`config.mk`:
```
export PLATFORM = sky130hd
export DESIGN_NAME = alu_cmd_sequencer
export DESIGN_NICKNAME = d
export VERILOG_FILES = /design/src/rtl/alu_cmd_sequencer.sv
export SDC_FILE = /design/constraint.sdc
export NUM_CORES = 1
export LEC_CHECK = 0
export ABC_CLOCK_PERIOD_IN_PS = 2800
export CORE_ASPECT_RATIO = 1.1
export CORE_UTILIZATION = 40
export CTS_CLUSTER_SIZE = 14
export DETAILED_ROUTE_END_ITERATION = 12
export HOLD_SLACK_MARGIN = 0.15
export SYNTH_ARGS = -nofsm -noshare
export SYNTH_HDL_FRONTEND = slang
export SYNTH_SLANG_ARGS = --single-unit
```
`constraint.sdc`:
```
create_clock -name i_clk -period 2.8 [get_ports i_clk]
set_clock_uncertainty 0.15 [all_clocks]
set_input_delay 0.28 -clock i_clk [delete_from_list [all_inputs] [get_ports i_clk]]
set_output_delay 0.28 -clock i_clk [all_outputs]
set_load 0.02 [all_outputs]
```
`src/rtl/alu_cmd_sequencer.sv`:
```
// alu_cmd_sequencer
// Initiator-side front end for a small synchronous ALU. Commands (op, A, B)
// arrive over a valid/ready interface and are queued in a DEPTH-entry FIFO.
// One command at a time is driven onto the ALU inputs. The block waits
// ALU_LAT edges for the ALU's registered result, captures result/status,
// and returns them in command order over a second valid/ready interface.
//
// Ports:
//   i_clk, i_reset              clock, synchronous active-high reset
//   i_cmd_valid/o_cmd_ready     command handshake; i_cmd_op/a/b payload
//   o_alu_op/arg_A/arg_B        registered ALU inputs, stable between issues
//   i_alu_result/i_alu_status   ALU outputs, sampled in CAPTURE
//   o_rsp_valid/i_rsp_ready     response handshake; o_rsp_op/result/status
//   o_count                     FIFO occupancy
//   o_busy                      FSM not idle or FIFO not empty
module alu_cmd_sequencer #(
  parameter int N       = 2,
  parameter int M       = 4,
  parameter int DEPTH   = 4,
  parameter int ALU_LAT = 1
) (
  input  logic                     i_clk,
  input  logic                     i_reset,
  input  logic                     i_cmd_valid,
  output logic                     o_cmd_ready,
  input  logic [N-1:0]             i_cmd_op,
  input  logic [M-1:0]             i_cmd_a,
  input  logic [M-1:0]             i_cmd_b,
  output logic [N-1:0]             o_alu_op,
  output logic [M-1:0]             o_alu_arg_A,
  output logic [M-1:0]             o_alu_arg_B,
  input  logic [M-1:0]             i_alu_result,
  input  logic [3:0]               i_alu_status,
  output logic                     o_rsp_valid,
  input  logic                     i_rsp_ready,
  output logic [N-1:0]             o_rsp_op,
  output logic [M-1:0]             o_rsp_result,
  output logic [3:0]               o_rsp_status,
  output logic [$clog2(DEPTH):0]   o_count,
  output logic                     o_busy
);

  localparam int AW = $clog2(DEPTH);
  localparam int CW = AW + 1;
  localparam int LW = $clog2(ALU_LAT + 1);
  localparam int DW = N + 2 * M;

  localparam logic [CW-1:0] COUNT_FULL = CW'(DEPTH);
  localparam logic [CW-1:0] COUNT_ZERO = CW'(0);
  localparam logic [CW-1:0] COUNT_ONE  = CW'(1);
  localparam logic [AW-1:0] PTR_ONE    = AW'(1);
  localparam logic [LW-1:0] WAIT_LOAD  = LW'(ALU_LAT);
  localparam logic [LW-1:0] WAIT_ONE   = LW'(1);
  localparam logic [LW-1:0] WAIT_ZERO  = LW'(0);

  typedef enum logic [1:0] {
    ST_IDLE    = 2'b00,
    ST_ISSUE   = 2'b01,
    ST_CAPTURE = 2'b10,
    ST_RESP    = 2'b11
  } state_t;

  // FIFO storage and bookkeeping
  logic [DW-1:0] mem_q [DEPTH];
  logic [AW-1:0] wr_ptr_q, wr_ptr_d;
  logic [AW-1:0] rd_ptr_q, rd_ptr_d;
  logic [CW-1:0] count_q, count_d;

  // Sequencer state and registered outputs
  state_t        state_q, state_d;
  logic [LW-1:0] wait_q, wait_d;
  logic [N-1:0]  alu_op_q, alu_op_d;
  logic [M-1:0]  alu_a_q, alu_a_d;
  logic [M-1:0]  alu_b_q, alu_b_d;
  logic          rsp_valid_q, rsp_valid_d;
  logic [N-1:0]  rsp_op_q, rsp_op_d;
  logic [M-1:0]  rsp_result_q, rsp_result_d;
  logic [3:0]    rsp_status_q, rsp_status_d;
  logic          busy_q, busy_d;

  logic          cmd_ready_s;
  logic          push_s;
  logic          pop_s;
  logic [DW-1:0] head_s;

  // Ready depends on occupancy only, so a full FIFO simply stalls the source.
  assign cmd_ready_s = (count_q != COUNT_FULL);
  assign push_s      = i_cmd_valid && cmd_ready_s;
  assign pop_s       = (state_q == ST_IDLE) && (count_q != COUNT_ZERO);
  assign head_s      = mem_q[rd_ptr_q];

  // Write the incoming command into the slot at the write pointer.
  always_ff @(posedge i_clk) begin
    if (push_s) begin
      mem_q[wr_ptr_q] <= {i_cmd_op, i_cmd_a, i_cmd_b};
    end
  end

  // Pointer and occupancy next-state; pointers wrap naturally (DEPTH is 2^AW).
  always_comb begin
    wr_ptr_d = wr_ptr_q;
    rd_ptr_d = rd_ptr_q;
    count_d  = count_q;
    if (push_s) begin
      wr_ptr_d = wr_ptr_q + PTR_ONE;
    end else begin
      wr_ptr_d = wr_ptr_q;
    end
    if (pop_s) begin
      rd_ptr_d = rd_ptr_q + PTR_ONE;
    end else begin
      rd_ptr_d = rd_ptr_q;
    end
    case ({push_s, pop_s})
      2'b10:   count_d = count_q + COUNT_ONE;
      2'b01:   count_d = count_q - COUNT_ONE;
      default: count_d = count_q;
    endcase
  end

  // Sequencer next-state: issue head, wait ALU latency, capture, hand back.
  always_comb begin
    state_d      = state_q;
    wait_d       = wait_q;
    alu_op_d     = alu_op_q;
    alu_a_d      = alu_a_q;
    alu_b_d      = alu_b_q;
    rsp_valid_d  = rsp_valid_q;
    rsp_op_d     = rsp_op_q;
    rsp_result_d = rsp_result_q;
    rsp_status_d = rsp_status_q;
    case (state_q)
      ST_IDLE: begin
        if (count_q != COUNT_ZERO) begin
          alu_op_d = head_s[DW-1 -: N];
          alu_a_d  = head_s[2*M-1 -: M];
          alu_b_d  = head_s[M-1:0];
          wait_d   = WAIT_LOAD;
          state_d  = ST_ISSUE;
        end else begin
          state_d  = ST_IDLE;
        end
      end
      ST_ISSUE: begin
        wait_d = wait_q - WAIT_ONE;
        if (wait_q == WAIT_ONE) begin
          state_d = ST_CAPTURE;
        end else begin
          state_d = ST_ISSUE;
        end
      end
      ST_CAPTURE: begin
        rsp_result_d = i_alu_result;
        rsp_status_d = i_alu_status;
        rsp_op_d     = alu_op_q;
        rsp_valid_d  = 1'b1;
        state_d      = ST_RESP;
      end
      ST_RESP: begin
        if (i_rsp_ready) begin
          rsp_valid_d = 1'b0;
          state_d     = ST_IDLE;
        end else begin
          state_d     = ST_RESP;
        end
      end
      default: begin
        rsp_valid_d = 1'b0;
        state_d     = ST_IDLE;
      end
    endcase
    busy_d = (state_d != ST_IDLE) || (count_d != COUNT_ZERO);
  end

  // State registers; reset drops queued and in-flight commands.
  always_ff @(posedge i_clk) begin
    if (i_reset) begin
      wr_ptr_q     <= {AW{1'b0}};
      rd_ptr_q     <= {AW{1'b0}};
      count_q      <= COUNT_ZERO;
      state_q      <= ST_IDLE;
      wait_q       <= WAIT_ZERO;
      alu_op_q     <= {N{1'b0}};
      alu_a_q      <= {M{1'b0}};
      alu_b_q      <= {M{1'b0}};
      rsp_valid_q  <= 1'b0;
      rsp_op_q     <= {N{1'b0}};
      rsp_result_q <= {M{1'b0}};
      rsp_status_q <= 4'b0000;
      busy_q       <= 1'b0;
    end else begin
      wr_ptr_q     <= wr_ptr_d;
      rd_ptr_q     <= rd_ptr_d;
      count_q      <= count_d;
      state_q      <= state_d;
      wait_q       <= wait_d;
      alu_op_q     <= alu_op_d;
      alu_a_q      <= alu_a_d;
      alu_b_q      <= alu_b_d;
      rsp_valid_q  <= rsp_valid_d;
      rsp_op_q     <= rsp_op_d;
      rsp_result_q <= rsp_result_d;
      rsp_status_q <= rsp_status_d;
      busy_q       <= busy_d;
    end
  end

  assign o_cmd_ready  = cmd_ready_s;
  assign o_alu_op     = alu_op_q;
  assign o_alu_arg_A  = alu_a_q;
  assign o_alu_arg_B  = alu_b_q;
  assign o_rsp_valid  = rsp_valid_q;
  assign o_rsp_op     = rsp_op_q;
  assign o_rsp_result = rsp_result_q;
  assign o_rsp_status = rsp_status_q;
  assign o_count      = count_q;
  assign o_busy       = busy_q;

endmodule

```
==> run summary <==
internal power = 2260 µW
drt pass-1 iters = 4
boundary pin count = 48
routability congestion estimate = 0.739
sequential group share of total power = 42.5%
final setup fails = 0
Post-CTS Repair Setup Buffers = 0
worst skew pair latency = 0.34 ns
critical path peak fanout = 12
min cycle time layout = 2.48 ns
Fmax = 403 MHz
clk slew on worst S/H paths = 0.07 ns
share of the synthesized area in the top cell type = 42.6%
CP endpoint kind = register
total track usage = 15.2%
DRC Markers = 0
Pleak = 0.00119 µW
unrepaired setup endpoints after global routing = false
FF-to-FF End = o_busy
CTS tree = built
NetSw = 1110 µW
Synth area leader = edfxtp_1
status = finished, final reports clean
Netlist cell types = 31
CP Data Arrival Time = 2.54 ns
largest stage delay on the critical path = 0.46 ns
core footprint = 6710 µm²
Slowest cell on crit path = dfxtp_1
fin. max-slew vios = 0
Worst Hold Path EP = o_rsp_op[0]
worst setup path class = reg2reg
CP required = 2.86 ns
Die Ht = 90.0 µm
synth top area cells = edfxtp_1 43%, dfxtp_1 23%, mux4_2 8.0%, nand2_1 4.7%, a21oi_2 2.8%
largest net degree at the start of global routing = 33
PortBufs = 47
Worst Setup Start Kind = register
cell area after synthesis = 2820 µm²
MaxCap Viol Count = 0
sw frac = 33.0%
first-pass GRT wire length = 7890 µm
hold buffers post-CTS = 0
effective utilization at floorplan = 42.0%
peak supply drop = 469 µV
NumNets Final = 288
Slew @ Worst Pin = 0.760 ns
fin crit share = 88.6%
number of global-route vias before repair = 1571
Area Overhead vs Synth = 25.3%
CTS Buf Count = 9
Synth Warn # = 0
setup_tns = 0 ns
PostCTS Resize Cnt = 0
Mean Syn Cell Area = 13.6 µm²
FF-to-FF setup slack = 0.32 ns
ANT nets after route = 0
syn nets = 236
Cells after Synth = 208
Cell Chain, Critical Path = nor3_1 > or3_4 > clkinv_4 > ha_1 > inv_1 > fa_1 > xor2_1 > nor2_1 > xnor2_1 > a31oi_1
Fillers = 605
clk buf depth = 2
Die Wd = 82.0 µm
layout cells sized above 1 = 18.1%
row cnt = 31
Congestion Overflow GR = 0
TritonCTS Sinks = 72
FF-to-FF path depth = 10
detailed-route wire length = 5060 µm
H-tree Lvls = 3
relative slew slack = 49.2%
dpl hpwl = 3200 µm
final core utilization = 52.6%
Seq cells post-synth = 72
number of vias per cell = 4.79
WL per Instance = 14.6 µm
Fin. Hold Viols = 0
Hold WC Path Type = reg2reg
initial antenna violation count = 0
initial drt markers = 53
PwrDens = 955 nW/µm²
Vias = 1663
post-synthesis sequential area ratio = 65.3%
diodes inserted = 0
r2r startpoint = o_count[0]
DIE AREA = 7390 µm²
hold_sp = o_rsp_op[0]
Comb pwr share = 35.0%
clock share of power = 22.5%
clock root buffer = clkbuf_8
hold depth = 2
CP startpoint = o_count[0]
==> worst max-delay path by stage <==
stage / cells after the start / to
finish: 10 / o_busy
global route: 10 / o_busy
CTS: 10 / o_busy
detailed placement: 10 / o_busy
global placement: 10 / o_busy
floorplan: 11 / o_busy
==> power groups by stage <==
stage / clock [µW] / combinational [µW] / sequential [µW]
final: 758 / 1180 / 1430
after global routing: 825 / 1300 / 1460
after CTS: 781 / 1200 / 1440
after detailed placement: 0 / 1190 / 1460
after global placement: 0 / 1190 / 1450
after floorplan: 0 / 774 / 1530
==> critical path, delay by kind of cell (launching register included) <==
kind / cells / cell delay, ns
adders and majority gates: 2 / 0.53
AOI/OAI and AO/OA: 1 / 0.11
and+or+nand+nor: 3 / 0.66
xor gates and xnor gates: 2 / 0.31
DFF: 1 / 0.46
buffers and inverters: 2 / 0.13
==> flip-flops by register name, summed over array words and instances (netlist names), 3 cells and up <==
register,cells
o_rsp_status,4
o_alu_arg_B,4
o_alu_arg_A,4
o_rsp_result,4
mem_q,40
o_count,3
==> metrics by stage <==
stage	total power, µW	instances	instance area (µm²)	hold slack, ns	setup slack [ns]
2_1_floorplan	2310	208	2820	0.199	0.271
3_3_place_gp	2640	331	3350	0.293	0.366
3_5_place_dp	2650	331	3350	0.299	0.299
4_1_cts	3420	347	3530	0.309	0.297
5_1_grt	3580	347	3530	0.322	0.109
6_report	3370	347	3530	0.307	0.318
==> cell usage in the layout, fill, tap and decap left out, drive strengths merged, types with 2 or more instances in the layout <==
cell | Yosys | layout
dfxtp | 32 | 32
nand2 | 44 | 44
edfxtp | 40 | 40
nor2 | 9 | 9
nor2b | 4 | 4
nand2b | 3 | 3
buf | 7 | 3
a31oi | 2 | 2
nor3 | 2 | 2
mux4 | 10 | 10
clkinv | 1 | 5
clkdlybuf4s50 | 0 | 47
ha | 5 | 5
a21oi | 24 | 24
xor2 | 2 | 2
inv | 6 | 6
xnor2 | 4 | 4
and3 | 4 | 4
clkbuf | 2 | 11
==> cells in the mapped netlist <==
cell type / count
clkinv_4: 1
clkbuf_1: 2
a22oi_1: 1
mux2i_1: 1
xnor2_1: 4
a21oi_2: 9
and2_4: 1
ha_1: 5
a31oi_1: 2
nand2_1: 35
fa_1: 1
a21oi_1: 15
mux4_2: 10
xor2_1: 2
nor3_1: 2
dfxtp_1: 32
nand2_2: 9
or3b_4: 1
edfxtp_1: 40
buf_6: 1
and3_1: 4
or3_4: 1
nand2b_1: 3
inv_1: 5
buf_12: 1
nor4b_1: 1
buf_1: 2
inv_2: 1
buf_2: 3
nor2b_1: 4
nor2_1: 9
==> routing by layer <==
layer / GRT usage, % / up-vias / part of all wire [%]
met4: 9.65 / 0 / 1.6
met2: 24.1 / 46 / 50
li1: - / 834 / -
met3: 3.76 / 6 / 4.8
met5: 0 / - / 0
met1: 17.9 / 777 / 43
==> cell type report <==
cell class,count,area [µm²],share of cell area [%]
Clock inverter,5,47.5,1.35
Timing Repair Buffer,50,493,14.0
Inverter,7,31.3,0.886
Tap cell,82,103,2.90
Multi-Input combinational cell,120,885,25.0
Clock buffer,11,131,3.72
Sequential cell,72,1840,52.1
==> kinds of logic (layout without fill, tap and decap cells) <==
kind of cell	after synthesis	after routing	share of synthesized area, %
flip-flops	72	72	65.3
XOR/XNOR	6	6	1.86
multiplexers	11	11	8.34
adder cells (fa/ha/maj)	6	6	2.93
AND/OR/NAND/NOR	70	70	12.1
buffers and inverters	16	73	3.28
AO/OA/AOI/OAI	27	27	6.17
Power figures use the tool's default switching activity.
